File: src/rtl/logic_reduce_pipe.sv
// Bitwise NCH-channel reducer (AND/OR/XOR/NAND/NOR/XNOR/pass/accumulate-OR) with output change counter.
// Latency: 2 cycles from input transfer to o_valid; 1 beat/cycle throughput.
// Backpressure: valid/ready both sides; o_ready drops only when both stages are full and i_ready is low.
// Optional: define LRP_PARITY_EN to add o_par (XOR of o_data), registered alongside o_data.
module logic_reduce_pipe #(
    parameter int WIDTH = 8,
    parameter int NCH   = 4,
    parameter int CNTW  = 16
) (
    input  logic                   CLK,
    input  logic                   RST_X,
    input  logic                   i_valid,
    output logic                   o_ready,
    input  logic [NCH*WIDTH-1:0]   i_data,
    input  logic [2:0]             i_op,
    input  logic                   i_last,
    output logic                   o_valid,
    input  logic                   i_ready,
    output logic [WIDTH-1:0]       o_data,
    output logic                   o_last,
    output logic [CNTW-1:0]        o_chg_cnt
`ifdef LRP_PARITY_EN
    ,
    output logic                   o_par
`endif
);

    localparam logic [2:0] OP_AND  = 3'd0;
    localparam logic [2:0] OP_OR   = 3'd1;
    localparam logic [2:0] OP_XOR  = 3'd2;
    localparam logic [2:0] OP_NAND = 3'd3;
    localparam logic [2:0] OP_NOR  = 3'd4;
    localparam logic [2:0] OP_XNOR = 3'd5;
    localparam logic [2:0] OP_PASS = 3'd6;
    localparam logic [2:0] OP_ACC  = 3'd7;
    localparam logic [CNTW-1:0] CNT_ONE = {{(CNTW-1){1'b0}}, 1'b1};

    logic [WIDTH-1:0] w_and;
    logic [WIDTH-1:0] w_or;
    logic [WIDTH-1:0] w_xor;
    logic [WIDTH-1:0] w_red;
    logic [WIDTH-1:0] w_acc_next;
    logic             w_produce;
    logic             w_in_xfer;
    logic             w_out_xfer;
    logic             w_s1_en;
    logic             w_s2_en;

    logic [WIDTH-1:0] r_acc;
    logic             r_s1_vld;
    logic [WIDTH-1:0] r_s1_dat;
    logic             r_s1_last;
    logic             r_o_vld;
    logic [WIDTH-1:0] r_o_dat;
    logic             r_o_last;
    logic [WIDTH-1:0] r_prev;
    logic [CNTW-1:0]  r_cnt;

    always_comb begin
        w_and = '1;
        w_or  = '0;
        w_xor = '0;
        for (int k = 0; k < NCH; k++) begin
            w_and = w_and & i_data[k*WIDTH +: WIDTH];
            w_or  = w_or  | i_data[k*WIDTH +: WIDTH];
            w_xor = w_xor ^ i_data[k*WIDTH +: WIDTH];
        end
    end

    assign w_acc_next = r_acc | w_or;

    always_comb begin
        w_red = w_acc_next;
        case (i_op)
            OP_AND:  w_red = w_and;
            OP_OR:   w_red = w_or;
            OP_XOR:  w_red = w_xor;
            OP_NAND: w_red = ~w_and;
            OP_NOR:  w_red = ~w_or;
            OP_XNOR: w_red = ~w_xor;
            OP_PASS: w_red = i_data[WIDTH-1:0];
            default: w_red = w_acc_next;
        endcase
    end

    // Each stage may load when its successor is empty or draining this cycle.
    assign w_s2_en    = !r_o_vld || i_ready;
    assign w_s1_en    = !r_s1_vld || w_s2_en;
    assign o_ready    = !(r_s1_vld && r_o_vld && !i_ready);
    assign w_in_xfer  = i_valid && o_ready;
    assign w_out_xfer = r_o_vld && i_ready;
    assign w_produce  = (i_op != OP_ACC) || i_last;

    always_ff @(posedge CLK or negedge RST_X) begin
        if (!RST_X) begin
            r_acc <= '0;
        end else if (w_in_xfer) begin
            if (i_op == OP_ACC && !i_last) begin
                r_acc <= w_acc_next;
            end else begin
                r_acc <= '0;
            end
        end
    end

    always_ff @(posedge CLK or negedge RST_X) begin
        if (!RST_X) begin
            r_s1_vld  <= 1'b0;
            r_s1_dat  <= '0;
            r_s1_last <= 1'b0;
        end else if (w_s1_en) begin
            r_s1_vld <= w_in_xfer && w_produce;
            if (w_in_xfer && w_produce) begin
                r_s1_dat  <= w_red;
                r_s1_last <= (i_op == OP_ACC);
            end
        end
    end

    always_ff @(posedge CLK or negedge RST_X) begin
        if (!RST_X) begin
            r_o_vld  <= 1'b0;
            r_o_dat  <= '0;
            r_o_last <= 1'b0;
        end else if (w_s2_en) begin
            r_o_vld <= r_s1_vld;
            if (r_s1_vld) begin
                r_o_dat  <= r_s1_dat;
                r_o_last <= r_s1_last;
            end
        end
    end

    always_ff @(posedge CLK or negedge RST_X) begin
        if (!RST_X) begin
            r_prev <= '0;
            r_cnt  <= '0;
        end else if (w_out_xfer) begin
            r_prev <= r_o_dat;
            if (r_o_dat != r_prev && r_cnt != '1) begin
                r_cnt <= r_cnt + CNT_ONE;
            end
        end
    end

`ifdef LRP_PARITY_EN
    logic r_par;

    always_ff @(posedge CLK or negedge RST_X) begin
        if (!RST_X) begin
            r_par <= 1'b0;
        end else if (w_s2_en && r_s1_vld) begin
            r_par <= ^r_s1_dat;
        end
    end

    assign o_par = r_par;
`endif

    assign o_valid   = r_o_vld;
    assign o_data    = r_o_dat;
    assign o_last    = r_o_last;
    assign o_chg_cnt = r_cnt;

endmodule

File: config.mk
export PLATFORM = sky130hd
export DESIGN_NAME = logic_reduce_pipe
export DESIGN_NICKNAME = d
export VERILOG_FILES = /design/src/rtl/logic_reduce_pipe.sv
export SDC_FILE = /design/constraint.sdc
export NUM_CORES = 1
export LEC_CHECK = 0
export CAP_MARGIN = 15
export CORE_ASPECT_RATIO = 0.6
export CORE_MARGIN = 2
export CORE_UTILIZATION = 35
export CTS_CLUSTER_DIAMETER = 50
export DETAILED_ROUTE_END_ITERATION = 10
export PLACE_DENSITY_LB_ADDON = 0.08
export SLEW_MARGIN = 20
export SYNTH_ARGS = -nofsm -noshare
export SYNTH_HDL_FRONTEND = slang
export SYNTH_SLANG_ARGS = --single-unit
File: constraint.sdc
create_clock -name CLK -period 2 [get_ports CLK]
set_clock_uncertainty 0.05 [all_clocks]
set_input_delay 0.5 -clock CLK [delete_from_list [all_inputs] [get_ports CLK]]
set_output_delay 0.5 -clock CLK [all_outputs]
set_load 0.02 [all_outputs]
==> results.ini <==
[worst_setup_path]
cp.arrival_ns=1.39
critPathCaptureType=primary output
criticalPathCategory=reg -> out
cp_num_buf_inv=1
crit_family=buffers and inverters
worstPathRequired_ns=1.45
crit_path_top_delay_cell=clkdlybuf4s50_1
cp_max_fo=4
critPathLaunchType=flop
max_stage_delay_ns=0.65
worstPathCellList=clkdlybuf4s50_1
reg2reg_depth=6
cp_num_cells=1

[timing]
hold_viol_final=0
final-setup-viol-count=0
fin_crit_sh_pct=97.1
rsz0062_at_grt=no
slew_viol_final=0
period_needed_ns=1.94
tightest_slew_ns=0.307
timing.slew.headroom_pct=79.3
finalSetupTns_ns=0
max_freq_mhz=515

[yosys]
synth_edf_count=0
synth_ff_type=dfrtp_1
yosysSeqAreaShare_pct=40.4
synth.avg_cell_area_sq_um=10.2
synth_cell_types=44
synth.most_common_cell=dfrtp_1
ys.warnings.count=0
synth-compound-area-share_pct=11.7
synth_area_sq_mm=0.00322
synth_nets=372
async_flop_share_pct=100
synth_adder_area_share_pct=6.60
synth_top_family_by_area=simple AND/OR/NAND/NOR gates
synth_area_leaders=dfrtp_1 (40%), xor2_1 (7.3%), ha_1 (6.6%)
yosys_register_bits=52
synth_cells=315
synth_common_cells=dfrtp_1 (52), nor2_1 (27), xor2_1 (27), nand2_1 (20), inv_1 (18)
yosysTopAreaCell=dfrtp_1
synthXorXnorAreaFrac_pct=10.3
synthSimpleGateAreaFrac_pct=16.0
synth_top_area_share_pct=40.4
muxShareOfSynthArea_pct=11.4

[clocking]
htreeDepth=2
cts_buffer_depth=2
clkSinkCount=52
path_clk_slew_ns=0.07
hold_buffers=0
cts_inserted_buffers=5
clk_latency_ns=0.29
cts_tree=done
cts_setup_buffers=0
root_buffer=clkbuf_16

[global_route]
grt_use_total_pct=16.5
grt_pass1_vias=2634
antenna_found_initial=0
grt_pass1_wl_mm=13.2
grt_remaining_overflow=0
grt_max_degree=53

[layout]
drive_gt1_share_pct=23.2
diodes=0
fin_area_sq_mm=0.00461
multi_input_area_sq_mm=0.00184
fin_nets=492
layout.area.seq_sq_mm=0.00130
fillers=857
final_util_pct=51.0
area_delta_synth_final_pct=43.2
instances_no_fill=552

[min_path]
hold_path.class=in -> async

[status]
status=finished clean

[die]
die-area_sq_mm=0.0100
coreArea_sq_mm=0.00905
io_pins=67
initial_core_util_pct=35.6
die_x_microns=128
num_rows=27
die_h_microns=78.3

[placement]
placed_cell_area_sq_mm=0.00441
numPortBuffers=66
gp_congestion=0.800
dp_cells=544
dp_hpwl_mm=6.24

[job]
maxCapViolCount=0

[route]
vias=2732
drt-initial-drc-count=155
wl_mm=8.05
first_pass_iters=4
via_per_inst=4.95
routedWlPerCell_microns=14.6
drc=0
ant_nets=0

[power]
max-vdd-ir-drop_v=0.000466
power.density_mw_per_mm2=845
power.leakage_nw=2.30

-- where the power goes --
part / switching (W) / leakage (nW) / internal [W]
combinational: 0.000663 / 1.57 / 0.000783
sequential: 0.000254 / 0.645 / 0.00133
clock: 0.000378 / 0.0766 / 0.000494
-- path summary, 6_finish.rpt --
| check | start | endpoint | slack [ns] |
|---|---|---|---|
| worst max-delay path | o_chg_cnt[8] | o_chg_cnt[8] | 0.06 |
| max in group asynchronous | RST_X | o_data[7] | 1.51 |
| worst min-delay path | RST_X | o_chg_cnt[10] | 0.14 |
| min in group CLK | o_chg_cnt[12] | o_chg_cnt[12] | 0.44 |
| worst min register to register | o_chg_cnt[12] | o_chg_cnt[12] | 0.44 |
| worst max register to register | o_chg_cnt[4] | o_chg_cnt[9] | 0.18 |
-- kinds of logic after synthesis --
family	Yosys count
buffers and inverters	26
AOI/OAI and AO/OA	54
adders and majority gates	17
and+or+nand+nor	94
DFF	52
muxes	34
xor gates and xnor gates	38
-- stage by stage --
step           worst slack [ns]  hold slack, ns  total power (W)
6_report                 0.0579           0.143          0.00390
5_1_grt                  0.0128           0.159          0.00414
4_1_cts                0.000155           0.163          0.00395
3_5_place_dp             -0.336           0.425          0.00305
3_3_place_gp             -0.286           0.425          0.00303
2_1_floorplan             0.215           0.154          0.00233
-- flip-flops by register name, summed over array words and instances (netlist names) --
register,count
r_acc,8
r_s1_dat,8
r_s1_vld,1
o_chg_cnt,16
o_data,8
o_valid,1
r_s1_last,1
o_last,1
r_prev,8
-- cells in the final DEF, fill, tap and decap left out, drive strengths merged, types with 5 or more instances in the layout --
cell type,count
clkbuf,7
mux2i,16
dlymetal6s2s,11
a21oi,11
dfrtp,52
o31a,5
nor3,8
nand2b,5
or3b,5
nor2,28
nand2,20
mux2,18
o21ai,9
nor4,5
ha,17
clkdlybuf4s50,49
xnor2,11
xor2,27
buf,56
inv,18
nand3,9
-- routing by layer --
metal  vias up  track usage, %  part of all wire [%]
li1       1368               -                     -
met1      1303            26.5                    56
met2        55            22.3                    40
met3         6            4.02                   4.2
met4         0            2.53                  0.73
met5         -               0                     0
-- area by class of cell --
| type | instances | share of cell area [%] |
|---|---|---|
| Inverter | 18 | 1.46 |
| Tap cell | 116 | 3.15 |
| Timing Repair Buffer | 121 | 24.1 |
| Clock inverter | 2 | 0.217 |
| Sequential cell | 52 | 28.2 |
| Clock buffer | 6 | 3.01 |
| Multi-Input combinational cell | 237 | 39.9 |
-- timing repair --
item	CTS	global route
endpoints found under the setup margin	3	10
pin swaps	2	5
resized for setup	8	23
endpoints found under the hold margin	0	0
No activity file was read; power rests on OpenSTA's default activity.
